**src/rtl/v7_peak_detector_if.sv**
```systemverilog
// Event port between the peak detector and the readout logic.
// The detector drives the event fields; the consumer drives peak_ready.
interface v7_peak_detector_if #(
  parameter int DATA_W = 16,
  parameter int TS_W   = 32
);
  logic                     peak_valid;
  logic                     peak_ready;
  logic signed [DATA_W-1:0] peak_amp;
  logic [TS_W-1:0]          peak_ts;
  logic [7:0]               peak_width;
  logic                     peak_pileup;

  modport master (
    output peak_valid, peak_amp, peak_ts, peak_width, peak_pileup,
    input  peak_ready
  );

  modport slave (
    input  peak_valid, peak_amp, peak_ts, peak_width, peak_pileup,
    output peak_ready
  );
endinterface

```
**src/rtl/v7_peak_detector.sv**
```systemverilog
// Pulse peak detector: captures amplitude, timestamp and width of each pulse above
// THRESHOLD and offers it as one event on a valid/ready port.
//
// state       | meaning
// ST_IDLE     | armed, waiting for a sample above threshold
// ST_RISE     | inside a pulse, tracking max amplitude and width
// ST_HOLDOFF  | dead time after an emit, samples ignored
// ST_REARM    | waiting for a sample at/below threshold before re-arming
module v7_peak_detector #(
  parameter int                                SIZE_FILTER_DATA = 16,
  parameter logic signed [SIZE_FILTER_DATA-1:0] THRESHOLD        = 100,
  parameter int                                HOLDOFF          = 4,
  parameter int                                MAX_WIDTH        = 16,
  parameter int                                TS_WIDTH         = 32
) (
  input  logic                               clk,
  input  logic                               reset,
  input  logic signed [SIZE_FILTER_DATA-1:0] filter_data,
  v7_peak_detector_if.master                 peak,
  output logic [7:0]                         lost_count
);

  typedef enum logic [1:0] {
    ST_IDLE,
    ST_RISE,
    ST_HOLDOFF,
    ST_REARM
  } state_t;

  // A zero-length holdoff skips the dead-time state entirely.
  localparam state_t      ST_AFTER_EMIT = (HOLDOFF == 0) ? ST_REARM : ST_HOLDOFF;
  localparam logic [15:0] HOLD_LOAD     = 16'((HOLDOFF > 0) ? HOLDOFF - 1 : 0);
  localparam logic [7:0]  MAX_W         = 8'(MAX_WIDTH);

  state_t                        state;
  logic [TS_WIDTH-1:0]           ts_cnt;
  logic [15:0]                   hold_cnt;
  logic signed [SIZE_FILTER_DATA-1:0] amp;
  logic [TS_WIDTH-1:0]           ts;
  logic [7:0]                    width;

  logic                          above;
  logic                          bigger;
  logic [7:0]                    width_inc;
  logic                          emit;
  logic signed [SIZE_FILTER_DATA-1:0] emit_amp;
  logic [TS_WIDTH-1:0]           emit_ts;
  logic [7:0]                    emit_width;
  logic                          emit_pileup;
  logic                          xfer;

  always_comb begin
    above       = filter_data > THRESHOLD;
    bigger      = filter_data > amp;
    width_inc   = width + 8'd1;
    emit        = 1'b0;
    emit_amp    = amp;
    emit_ts     = ts;
    emit_width  = width;
    emit_pileup = 1'b0;
    case (state)
      ST_IDLE: begin
        if (above && (MAX_W == 8'd1)) begin
          emit        = 1'b1;
          emit_amp    = filter_data;
          emit_ts     = ts_cnt;
          emit_width  = 8'd1;
          emit_pileup = 1'b1;
        end
      end
      ST_RISE: begin
        if (above) begin
          if (width_inc == MAX_W) begin
            emit        = 1'b1;
            emit_amp    = bigger ? filter_data : amp;
            emit_ts     = bigger ? ts_cnt : ts;
            emit_width  = width_inc;
            emit_pileup = 1'b1;
          end
        end else begin
          emit = 1'b1;
        end
      end
      default: ;
    endcase
  end

  assign xfer = peak.peak_valid & peak.peak_ready;

  always_ff @(posedge clk or negedge reset) begin
    if (!reset) begin
      state            <= ST_IDLE;
      ts_cnt           <= '0;
      hold_cnt         <= '0;
      amp              <= '0;
      ts               <= '0;
      width            <= '0;
      peak.peak_valid  <= 1'b0;
      peak.peak_amp    <= '0;
      peak.peak_ts     <= '0;
      peak.peak_width  <= '0;
      peak.peak_pileup <= 1'b0;
      lost_count       <= '0;
    end else begin
      ts_cnt <= ts_cnt + 1'b1;

      case (state)
        ST_IDLE: begin
          if (above) begin
            amp   <= filter_data;
            ts    <= ts_cnt;
            width <= 8'd1;
            if (emit) begin
              state    <= ST_AFTER_EMIT;
              hold_cnt <= HOLD_LOAD;
            end else begin
              state <= ST_RISE;
            end
          end
        end
        ST_RISE: begin
          if (above) begin
            width <= width_inc;
            if (bigger) begin
              amp <= filter_data;
              ts  <= ts_cnt;
            end
          end
          if (emit) begin
            state    <= ST_AFTER_EMIT;
            hold_cnt <= HOLD_LOAD;
          end
        end
        ST_HOLDOFF: begin
          if (hold_cnt == 16'd0) state <= ST_REARM;
          else                   hold_cnt <= hold_cnt - 16'd1;
        end
        ST_REARM: begin
          if (!above) state <= ST_IDLE;
        end
        default: state <= ST_IDLE;
      endcase

      // A new emit may replace an event on the same edge it is accepted.
      if (emit && (!peak.peak_valid || xfer)) begin
        peak.peak_valid  <= 1'b1;
        peak.peak_amp    <= emit_amp;
        peak.peak_ts     <= emit_ts;
        peak.peak_width  <= emit_width;
        peak.peak_pileup <= emit_pileup;
      end else begin
        if (emit && lost_count != 8'hFF) lost_count <= lost_count + 8'd1;
        if (xfer) peak.peak_valid <= 1'b0;
      end
    end
  end

endmodule

```
**src/flat_wrapper.sv**
```systemverilog
// flat-port wrapper written by rule: the top's interface ports become plain ports
module v7_peak_detector_flat 
#(
  parameter int                                SIZE_FILTER_DATA = 16,
  parameter logic signed [SIZE_FILTER_DATA-1:0] THRESHOLD        = 100,
  parameter int                                HOLDOFF          = 4,
  parameter int                                MAX_WIDTH        = 16,
  parameter int                                TS_WIDTH         = 32
)
  (clk, reset, filter_data, lost_count, peak_peak_valid, peak_peak_amp, peak_peak_ts, peak_peak_width, peak_peak_pileup, peak_peak_ready);
  v7_peak_detector_if #(.DATA_W((16)), .TS_W((32))) peak_i ();
  input  logic clk;
  input  logic reset;
  input  logic signed [SIZE_FILTER_DATA-1:0] filter_data;
  output logic [7:0] lost_count;
  output wire logic [$bits(peak_i.peak_valid)-1:0] peak_peak_valid;
  output wire logic [$bits(peak_i.peak_amp)-1:0] peak_peak_amp;
  output wire logic [$bits(peak_i.peak_ts)-1:0] peak_peak_ts;
  output wire logic [$bits(peak_i.peak_width)-1:0] peak_peak_width;
  output wire logic [$bits(peak_i.peak_pileup)-1:0] peak_peak_pileup;
  input wire logic [$bits(peak_i.peak_ready)-1:0] peak_peak_ready;
  assign peak_peak_valid = peak_i.peak_valid;
  assign peak_peak_amp = peak_i.peak_amp;
  assign peak_peak_ts = peak_i.peak_ts;
  assign peak_peak_width = peak_i.peak_width;
  assign peak_peak_pileup = peak_i.peak_pileup;
  assign peak_i.peak_ready = peak_peak_ready;
  v7_peak_detector #(.SIZE_FILTER_DATA(SIZE_FILTER_DATA), .THRESHOLD(THRESHOLD), .HOLDOFF(HOLDOFF), .MAX_WIDTH(MAX_WIDTH), .TS_WIDTH(TS_WIDTH)) u_core (.clk(clk), .reset(reset), .filter_data(filter_data), .peak(peak_i), .lost_count(lost_count));
endmodule
```
**config.mk**
```make
export PLATFORM = sky130hd
export DESIGN_NAME = v7_peak_detector_flat
export DESIGN_NICKNAME = d
export VERILOG_FILES = /design/src/rtl/v7_peak_detector_if.sv /design/src/rtl/v7_peak_detector.sv /design/src/flat_wrapper.sv
export SDC_FILE = /design/constraint.sdc
export NUM_CORES = 1
export LEC_CHECK = 0
export CORE_ASPECT_RATIO = 1.75
export CORE_UTILIZATION = 35
export DETAILED_ROUTE_END_ITERATION = 10
export GPL_TIMING_DRIVEN = 0
export PLACE_DENSITY = 0.62
export SYNTH_ARGS = -nofsm -noshare
export SYNTH_HDL_FRONTEND = slang
export SYNTH_SLANG_ARGS = --single-unit
```
**constraint.sdc**
```tcl
create_clock -name clk -period 3.1 [get_ports clk]
set_input_delay 0.93 -clock clk [delete_from_list [all_inputs] [get_ports clk]]
set_output_delay 0.93 -clock clk [all_outputs]
set_load 0.02 [all_outputs]
```
==> report_table.html, run 1 <==
<table>
<tr><th>Metric</th><th>Value</th></tr>
<tr><th colspan="2">Synthesis</th></tr>
<tr><td>Number of synthesized register bits</td><td>between 150 and 200</td></tr>
<tr><td>Leading cell type by number of instances after synthesis</td><td>sky130_fd_sc_hd__dfrtp_1</td></tr>
<tr><td>EDFF count, synth</td><td>0</td></tr>
<tr><td>Post-synthesis instance area</td><td>8145 sq um</td></tr>
<tr><td>Count of cell types in the netlist</td><td>between 50 and 60</td></tr>
<tr><td>Cell type with the largest total area after synthesis</td><td>sky130_fd_sc_hd__dfrtp_1</td></tr>
<tr><td>Synthesized area divided by synthesized cell count</td><td>about 11 sq um</td></tr>
<tr><td>Fraction of synthesized cell area taken by the top area cell type</td><td>0.5284</td></tr>
<tr><td>Proportion of synthesized flip-flops having asynchronous set or reset</td><td>1.000</td></tr>
<tr><td>Yosys warning count</td><td>0</td></tr>
<tr><td>Sequential share of the synthesized area</td><td>0.5284</td></tr>
<tr><td>Top post-synthesis cells by count</td><td>sky130_fd_sc_hd__dfrtp_1, sky130_fd_sc_hd__nand3_1, sky130_fd_sc_hd__nand2_1</td></tr>
<tr><td>Post-Syn Nets</td><td>between 800 and 900</td></tr>
<tr><td>Post-Synthesis Cells</td><td>a little under 800</td></tr>
<tr><td>Leading post-synthesis cells by cell area</td><td>sky130_fd_sc_hd__dfrtp_1, sky130_fd_sc_hd__nand3_1, sky130_fd_sc_hd__nand4_1</td></tr>
<tr><td>Most used DFF post-synth</td><td>sky130_fd_sc_hd__dfrtp_1</td></tr>
<tr><th colspan="2">GRT</th></tr>
<tr><td>Maximum number of pins on one net before global-route repair</td><td>approximately 100</td></tr>
<tr><td>First-pass GRT wire length</td><td>~35,000 um</td></tr>
<tr><td>Antenna violations before repair</td><td>0</td></tr>
<tr><td>Number of global-route vias before repair</td><td>around 6,800</td></tr>
<tr><td>Met1 Resource Use GR</td><td>0.2115</td></tr>
<tr><td>Met2 Usage GRT</td><td>0.3335</td></tr>
<tr><td>Busiest metal layer after global routing</td><td>met2</td></tr>
<tr><td>Overall overflow remaining after global route</td><td>0</td></tr>
<tr><td>GRT Overall Usage</td><td>0.1858</td></tr>
<tr><td>Met3 track demand over resource</td><td>0.03468</td></tr>
<tr><th colspan="2">Timing</th></tr>
<tr><td>Hold violation count in the final report</td><td>0</td></tr>
<tr><td>Period utilization</td><td>0.9882</td></tr>
<tr><td>Relative max-transition margin</td><td>0.5643</td></tr>
<tr><td>Final worst clock skew</td><td>just over 0.008 ns</td></tr>
<tr><td>Final setup fails</td><td>0</td></tr>
<tr><td>Transition time of the tightest slew-check pin</td><td>about 0.65 ns</td></tr>
<tr><td>Total count of max-transition violations in the final report</td><td>0</td></tr>
<tr><td>Final Hold Slack</td><td>approximately 0.43 ns</td></tr>
<tr><td>Time the worst path needs with I/O delays and setup</td><td>roughly 3.1 ns</td></tr>
<tr><td>Timing-limited maximum frequency</td><td>326.4 MHz</td></tr>
<tr><th colspan="2">Worst setup path</th></tr>
<tr><td>CP Max Fanout</td><td>5</td></tr>
<tr><td>Critical path required time</td><td>roughly 3.4 ns</td></tr>
<tr><td>CP Launch Type</td><td>input port</td></tr>
<tr><td>Cell with the most instances on the worst path</td><td>sky130_fd_sc_hd__buf_12</td></tr>
<tr><td>Highest cell delay on the worst timing path</td><td>0.43 ns</td></tr>
<tr><td>CP endpoint kind</td><td>register</td></tr>
<tr><td>Slowest library cell on the worst path</td><td>sky130_fd_sc_hd__a2111oi_2</td></tr>
<tr><td>Cell chain of the critical path</td><td>buf_2 &gt; ha_4 &gt; nand4_1 &gt; a2111oi_2 &gt; or4_4 &gt; mux2i_4 &gt; a31oi_4 &gt; buf_6 &gt; buf_12 &gt; buf_12 &gt; mux2_4</td></tr>
<tr><td>Start-to-end type of the worst setup path</td><td>in -&gt; reg</td></tr>
<tr><td>Arrival time of data at the critical path endpoint</td><td>between 3 and 4 ns</td></tr>
<tr><th colspan="2">Die</th></tr>
<tr><td>Core outline area</td><td>approximately 23,000 sq um</td></tr>
<tr><td>Full die area</td><td>23,910 sq um</td></tr>
<tr><td>Initial core utilization</td><td>0.3581</td></tr>
<tr><td>Number of top-level pins</td><td>85</td></tr>
<tr><td>Cell row count</td><td>73</td></tr>
<tr><td>Die H</td><td>roughly 200 um</td></tr>
<tr><td>DIE WIDTH</td><td>~120 um</td></tr>
<tr><th colspan="2">Clock tree</th></tr>
<tr><td>CTS max path bufs</td><td>2</td></tr>
<tr><td>Clock net sink count</td><td>approximately 170</td></tr>
<tr><td>Clock tree from TritonCTS</td><td>yes</td></tr>
<tr><td>Clock Latency Late Sink</td><td>around 0.43 ns</td></tr>
<tr><td>TritonCTS buffer count</td><td>17</td></tr>
<tr><td>Number of H-tree levels</td><td>4</td></tr>
<tr><td>Clock edge transition at the registers on the reported setup and hold paths</td><td>about 0.070 ns</td></tr>
<tr><td>Clock tree root buffer cell</td><td>sky130_fd_sc_hd__clkbuf_16</td></tr>
<tr><th colspan="2">Routing</th></tr>
<tr><td>Violation count after the first detailed-route iteration</td><td>roughly 400</td></tr>
<tr><td>Via density</td><td>~5.2</td></tr>
<tr><td>Detail-routed net length per standard cell</td><td>between 15 and 20 um</td></tr>
<tr><td>Detailed-route via count</td><td>around 6,300</td></tr>
<tr><td>Drt total wl</td><td>between 20,000 and 25,000 um</td></tr>
<tr><td>DR pass1 iterations</td><td>4</td></tr>
<tr><td>Post-DRT Antenna Nets</td><td>0</td></tr>
<tr><td>Post-detailed-route DRC marker count</td><td>0</td></tr>
<tr><th colspan="2">Layout</th></tr>
<tr><td>Final cell utilization of the core</td><td>0.4623</td></tr>
<tr><td>Number of nets at the end of the flow</td><td>939</td></tr>
<tr><td>Syn-to-layout area delta</td><td>29.09%</td></tr>
<tr><td>Share of layout cells above drive strength 1</td><td>0.1916</td></tr>
<tr><td>Antenna Diode Count</td><td>0</td></tr>
<tr><td>Layout fillers</td><td>about 2,100</td></tr>
<tr><th colspan="2">Placement</th></tr>
<tr><td>Port Buffer Count</td><td>84</td></tr>
<tr><td>GPL Wtd Cong</td><td>0.7890</td></tr>
<tr><td>Post-DP HPWL</td><td>~14,000 um</td></tr>
<tr><th colspan="2">Min path</th></tr>
<tr><td>Hold/Removal Path Class</td><td>in -&gt; async</td></tr>
<tr><th colspan="2">Power</th></tr>
<tr><td>Leakage</td><td>0.004728 uW</td></tr>
<tr><td>Highest ir drop seen on vdd</td><td>roughly 0.32 mV</td></tr>
<tr><td>Pwr/cell area</td><td>between 700 and 800 nW/um^2</td></tr>
<tr><th colspan="2">Run</th></tr>
<tr><td>Number of max-capacitance violations reported</td><td>0</td></tr>
<tr><th colspan="2">Outcome</th></tr>
<tr><td>Result of the run</td><td>completed</td></tr>
</table>
area by class of cell:
| class | instances | area, sq um | share of cell area |
|---|---|---|---|
| multi-input combinational | 536 | 3815 | 0.3628 |
| buffer | 42 | 240.2 | 0.02285 |
| inverter | 24 | 90.09 | 0.008567 |
| timing repair buffer | 102 | 1033 | 0.09829 |
| clock buffer | 17 | 425.4 | 0.04046 |
| sequential | 172 | 4304 | 0.4093 |
| clock inverter | 15 | 231.5 | 0.02201 |
| tap | 300 | 375.4 | 0.03570 |
flip-flops by register name, summed over array words and instances (netlist names):
name	count
u_core.amp	16
u_core.hold_cnt	16
u_core.lost_count	8
u_core.peak.peak_amp	16
u_core.peak.peak_pileup	1
u_core.peak.peak_ts	32
u_core.peak.peak_valid	1
u_core.peak.peak_width	8
u_core.state	2
u_core.ts	32
u_core.ts_cnt	32
u_core.width	8
logic make-up (layout without fill, tap and decap cells):
| logic type | count (synthesis) | after routing | share of synthesized area |
|---|---|---|---|
| simple gates | 346 | 346 | 0.2154 |
| compound gates | 61 | 61 | 0.04946 |
| mux | 53 | 53 | 0.07880 |
| xor+xnor | 51 | 51 | 0.05484 |
| buf+inv | 67 | 200 | 0.03472 |
| fa+ha+maj | 25 | 25 | 0.03840 |
| flops | 172 | 172 | 0.5284 |
through the flow:
stage               std cells  setup TNS, ns  power (uW)  setup slack [ns]  cell area [sq um]
floorplan                 775         -2.199        4505           -0.1023               8274
global route             1208     -0.0009364        8553        -0.0009364              10520
global placement         1159       -1187.23        5317            -6.272               9490
detailed placement       1160        -112.27        5372            -1.093               9523
CTS                      1207       -0.06528        8125          -0.01100              10500
finish                   1208              0        8077           0.03672              10520
layout by cell type, fill, tap and decap left out, drive strengths merged, types with 25 or more instances in the layout:
cell type / Yosys / routed
nand2: 86 / 86
mux2: 49 / 49
xnor2: 43 / 43
nand4: 61 / 61
clkdlybuf4s50: 0 / 67
dfrtp: 172 / 172
o21ai: 25 / 25
clkbuf: 32 / 50
buf: 11 / 40
nand3: 110 / 110
ha: 25 / 25
inv: 24 / 29
nor2: 33 / 33
timing repair:
| item | CTS | global route |
|---|---|---|
| endpoints found under the hold margin | 0 | 0 |
| buffers inserted | 13 | 2 |
| gates resized for setup | 96 | 27 |
| pin swaps | 14 | 7 |
| endpoints found under the setup margin | 112 | 90 |
| hold buffers | 0 | 0 |
| cloned | 3 | 0 |
per-layer routing:
metal / vias up / share of wire
met2: 119 / 0.53
met5: - / 0
met4: 0 / 0.030
met1: 3168 / 0.41
met3: 38 / 0.034
li1: 3004 / -
critical path: cells and delay by family:
| family | cells | cell delay, ns |
|---|---|---|
| simple gates | 2 | 0.44 |
| compound gates | 2 | 0.57 |
| buf+inv | 4 | 0.57 |
| fa+ha+maj | 1 | 0.29 |
| mux | 2 | 0.57 |
path summary, 6_finish.rpt:
check                                           endpoint  slack (ns)  depth (start not counted)                      from
worst max-delay path                       u_core.ts[30]        0.04                         11           filter_data[15]
worst min-delay path                  u_core.hold_cnt[6]        0.43                          1                     reset
worst max register to register             u_core.ts[30]        0.13                         11            u_core.amp[15]
worst min register to register  u_core.peak.peak_amp[15]        0.47                          2  u_core.peak.peak_amp[15]
max in group asynchronous        u_core.peak.peak_ts[24]        1.75                          2                     reset
min in group clk                u_core.peak.peak_amp[15]        0.47                          2  u_core.peak.peak_amp[15]
power by group:
part           internal [uW]  switching (uW)  total [uW]
registers               2650             318        2960
logic                   1290            1430        2720
clock network           1440             948        2390
(Power assumes the default switching activity.)
==> run 2, diff against run 1 <==
- clock period: 3.1 -> 3.58 ns (I/O delays scaled with it)
==> report_table.html, run 2 (synthesis results as in run 1) <==
<table>
<tr><th>Metric</th><th>Value</th></tr>
<tr><th colspan="2">Outcome</th></tr>
<tr><td>Result of the run</td><td>completed</td></tr>
<tr><th colspan="2">Worst setup path</th></tr>
<tr><td>CP Launch Type</td><td>input port</td></tr>
<tr><td>Critical path required time</td><td>3.90 ns (+0.48 ns)</td></tr>
<tr><td>CP Max Fanout</td><td>5 (unchanged)</td></tr>
<tr><td>Highest cell delay on the worst timing path</td><td>0.58 ns (+0.15 ns)</td></tr>
<tr><td>Arrival time of data at the critical path endpoint</td><td>3.82 ns (+0.44 ns)</td></tr>
<tr><td>Start-to-end type of the worst setup path</td><td>in -&gt; reg</td></tr>
<tr><td>Cell with the most instances on the worst path</td><td>sky130_fd_sc_hd__buf_4</td></tr>
<tr><td>Slowest library cell on the worst path</td><td>sky130_fd_sc_hd__or4_4</td></tr>
<tr><td>CP endpoint kind</td><td>register</td></tr>
<tr><td>Cell chain of the critical path</td><td>dlygate4sd2_1 &gt; ha_1 &gt; nand4_1 &gt; a2111oi_2 &gt; or4_4 &gt; mux2i_4 &gt; buf_4 &gt; a31oi_4 &gt; buf_6 &gt; buf_4 &gt; mux2_2</td></tr>
<tr><th colspan="2">Power</th></tr>
<tr><td>P_int</td><td>4399 uW (-18%)</td></tr>
<tr><td>Pwr/cell area</td><td>648.3 nW/um^2 (-16%)</td></tr>
<tr><td>Sw Share</td><td>0.3353 (+0.001601)</td></tr>
<tr><td>Highest ir drop seen on vdd</td><td>0.3300 mV (+3.0%)</td></tr>
<tr><td>Switching power summed over all nets</td><td>2219 uW (-18%)</td></tr>
<tr><td>Share of power burned in combinational logic</td><td>0.316 (-0.021)</td></tr>
<tr><td>Fraction of power consumed by sequential logic</td><td>0.389 (+0.022)</td></tr>
<tr><td>Clock share of power</td><td>0.295 (about the same)</td></tr>
<tr><td>Leakage</td><td>0.004655 uW (-1.6%)</td></tr>
<tr><th colspan="2">Layout</th></tr>
<tr><td>Antenna Diode Count</td><td>0 (unchanged)</td></tr>
<tr><td>Biggest regs</td><td>u_core.peak.peak_ts (32), u_core.ts (32), u_core.ts_cnt (32)</td></tr>
<tr><td>Syn-to-layout area delta</td><td>25.33%</td></tr>
<tr><td>Highest-count cells in the layout ignoring fill and taps</td><td>sky130_fd_sc_hd__dfrtp_1, sky130_fd_sc_hd__nand3_1, sky130_fd_sc_hd__nand2_1</td></tr>
<tr><td>Share of layout cells above drive strength 1</td><td>0.1379 (-0.05370)</td></tr>
<tr><td>Leading cell type in the layout, fill and taps excluded</td><td>sky130_fd_sc_hd__dfrtp_1</td></tr>
<tr><td>Number of nets at the end of the flow</td><td>930 (-0.96%)</td></tr>
<tr><th colspan="2">Clock tree</th></tr>
<tr><td>Number of H-tree levels</td><td>4 (unchanged)</td></tr>
<tr><td>Clock net sink count</td><td>172 (unchanged)</td></tr>
<tr><td>Clock tree from TritonCTS</td><td>yes</td></tr>
<tr><td>Clock Latency Late Sink</td><td>0.44 ns (about the same)</td></tr>
<tr><td>Clock edge transition at the registers on the reported setup and hold paths</td><td>0.06 ns (about the same)</td></tr>
<tr><td>Clock tree root buffer cell</td><td>sky130_fd_sc_hd__clkbuf_16</td></tr>
<tr><td>Hold buffer count at CTS</td><td>0 (unchanged)</td></tr>
<tr><td>TritonCTS buffer count</td><td>17 (unchanged)</td></tr>
<tr><td>CTS max path bufs</td><td>2 (unchanged)</td></tr>
<tr><th colspan="2">Die</th></tr>
<tr><td>Number of top-level pins</td><td>85 (unchanged)</td></tr>
<tr><td>DIE WIDTH</td><td>117.3 um (unchanged)</td></tr>
<tr><td>Cell row count</td><td>73 (unchanged)</td></tr>
<tr><td>Die H</td><td>203.8 um (unchanged)</td></tr>
<tr><td>Initial core utilization</td><td>0.3581 (unchanged)</td></tr>
<tr><td>Core outline area</td><td>22,740 sq um (unchanged)</td></tr>
<tr><td>Full die area</td><td>23,910 sq um (unchanged)</td></tr>
<tr><th colspan="2">Routing</th></tr>
<tr><td>Drt total wl</td><td>20,060 um (-3.0%)</td></tr>
<tr><td>Violation count after the first detailed-route iteration</td><td>355 (-12%)</td></tr>
<tr><td>Detail-routed net length per standard cell</td><td>16.73 um (-2.3%)</td></tr>
<tr><td>Detailed-route via count</td><td>6,256 (-1.2%)</td></tr>
<tr><td>DR pass1 iterations</td><td>7 (+3)</td></tr>
<tr><td>Via density</td><td>5.218 (-0.41%)</td></tr>
<tr><td>Post-DRT Antenna Nets</td><td>0 (unchanged)</td></tr>
<tr><td>Post-detailed-route DRC marker count</td><td>0 (unchanged)</td></tr>
<tr><th colspan="2">GRT</th></tr>
<tr><td>GRT Overall Usage</td><td>0.1763 (-0.009501)</td></tr>
<tr><td>Overall overflow remaining after global route</td><td>0 (unchanged)</td></tr>
<tr><td>First-pass GRT wire length</td><td>33,330 um (-5.1%)</td></tr>
<tr><td>Number of global-route vias before repair</td><td>6,409 (-5.6%)</td></tr>
<tr><td>Antenna violations before repair</td><td>0 (unchanged)</td></tr>
<tr><td>Maximum number of pins on one net before global-route repair</td><td>107 (+2.9%)</td></tr>
<tr><th colspan="2">Run</th></tr>
<tr><td>Number of max-capacitance violations reported</td><td>0 (unchanged)</td></tr>
<tr><th colspan="2">Timing</th></tr>
<tr><td>Total count of max-transition violations in the final report</td><td>0 (unchanged)</td></tr>
<tr><td>Transition time of the tightest slew-check pin</td><td>0.6135 ns (-0.04010 ns)</td></tr>
<tr><td>Hold violation count in the final report</td><td>0 (unchanged)</td></tr>
<tr><td>Accumulated negative setup slack</td><td>0 ns (unchanged)</td></tr>
<tr><td>Final Hold Slack</td><td>0.4723 ns (+0.03930 ns)</td></tr>
<tr><td>Final setup fails</td><td>0 (unchanged)</td></tr>
<tr><td>Relative max-transition margin</td><td>0.5910 (+0.02673)</td></tr>
<tr><td>Timing-limited maximum frequency</td><td>285.4 MHz</td></tr>
<tr><td>Smallest setup slack after layout</td><td>0.07611 ns (+0.03939 ns)</td></tr>
<tr><td>Final worst clock skew</td><td>0.01028 ns (+0.002177 ns)</td></tr>
<tr><td>Time the worst path needs with I/O delays and setup</td><td>approximately 3.5 ns</td></tr>
<tr><td>Period utilization</td><td>0.9787</td></tr>
<tr><th colspan="2">Placement</th></tr>
<tr><td>Post-DP HPWL</td><td>13,890 um (-0.45%)</td></tr>
<tr><td>Post-Place Setup Slack</td><td>-0.8119 ns (+0.2813 ns)</td></tr>
<tr><td>GPL Wtd Cong</td><td>0.7657 (-3.0%)</td></tr>
<tr><td>Port Buffer Count</td><td>84 (unchanged)</td></tr>
<tr><th colspan="2">Min path</th></tr>
<tr><td>Hold/Removal Path Class</td><td>reg -&gt; reg</td></tr>
</table>
## run 2: cell count changes in the layout (fill, tap and decap cells not counted), moves of 5 or more
cell | previous run | this run
sky130_fd_sc_hd__mux2_1 | 0 | 9
sky130_fd_sc_hd__buf_2 | 12 | 5
sky130_fd_sc_hd__ha_1 | 14 | 23
sky130_fd_sc_hd__dlymetal6s2s_1 | 0 | 7
sky130_fd_sc_hd__ha_4 | 11 | 2
sky130_fd_sc_hd__clkbuf_2 | 16 | 11
sky130_fd_sc_hd__mux2_4 | 22 | 10
sky130_fd_sc_hd__dlygate4sd2_1 | 1 | 8
## run 2: cell type report
cell class              instances  area (sq um)
fillers                      2127         12530
well taps                     300         375.4
plain buffers                  42         227.7
clock inverters                12         162.7
inverters                      24         90.09
repair buffers                 93         953.4
flip-flops and latches        172          4304
clock buffers                  20         466.7
multi-input cells             536          3628
## run 2: power by group through the flow
stage / registers (uW) / clock network, uW / logic [uW]
global placement: 2590 / 0 / 1950
detailed placement: 2610 / 0 / 1980
finish: 2580 / 1950 / 2090
floorplan: 2690 / 0 / 1150
CTS: 2570 / 2000 / 2050
global route: 2630 / 2060 / 2320
## run 2: routing by layer
| metal | track usage | vias to the layer above | share of wire |
|---|---|---|---|
| met2 | 0.3225 | 103 | 0.54 |
| met3 | 0.03272 | 13 | 0.027 |
| met1 | 0.2027 | 3142 | 0.42 |
| li1 | - | 2998 | - |
| met4 | 0.06494 | 0 | 0.017 |
| met5 | 0 | - | 0 |
## run 2: what timing repair did
item                                    CTS  global route
endpoints found under the setup margin   99           101
buffers inserted                          5             2
pin swaps                                 1             6
gates resized for setup                  29            21
hold endpoints to repair                  0             0
cloned                                    0             1
## run 2: path summary, 6_finish.rpt
| kind | from | to | slack, ns | cells past startpoint |
|---|---|---|---|---|
| worst max-delay path | filter_data[11] | u_core.ts[31] | 0.08 | 11 |
| worst min-delay path | u_core.peak.peak_amp[15] | u_core.peak.peak_amp[15] | 0.47 | 2 |
| worst max register to register | u_core.amp[1] | u_core.ts[31] | 0.46 | 12 |
| worst min register to register | u_core.peak.peak_amp[15] | u_core.peak.peak_amp[15] | 0.47 | 2 |
| max in group asynchronous | reset | u_core.peak.peak_ts[27] | 2.11 | 2 |
| min in group asynchronous | reset | u_core.hold_cnt[5] | 0.58 | 1 |
## run 2: worst max-delay path, delay by kind of cell
family          cells  cell delay [ns]
mux                 2             0.54
buf+inv             4             0.80
simple gates        2             0.78
compound gates      2             0.28
fa+ha+maj           1             0.34
## run 2: stage by stage
step                      power [uW]  utilization  area, sq um  instances
after CTS                       6625       0.4448        10120       1196
after global placement          4541       0.4116         9361       1159
after detailed placement        4584       0.4130         9394       1160
after global routing            7011       0.4489        10210       1199
final                           6618       0.4489        10210       1199
after floorplan                 3844            -         8145        775
==> run 3, diff against run 2 <==
- CAP_MARGIN: not set -> 25
==> results of run 3 <==
No change in the layout: final DEF, timing and power equal those of run 2.
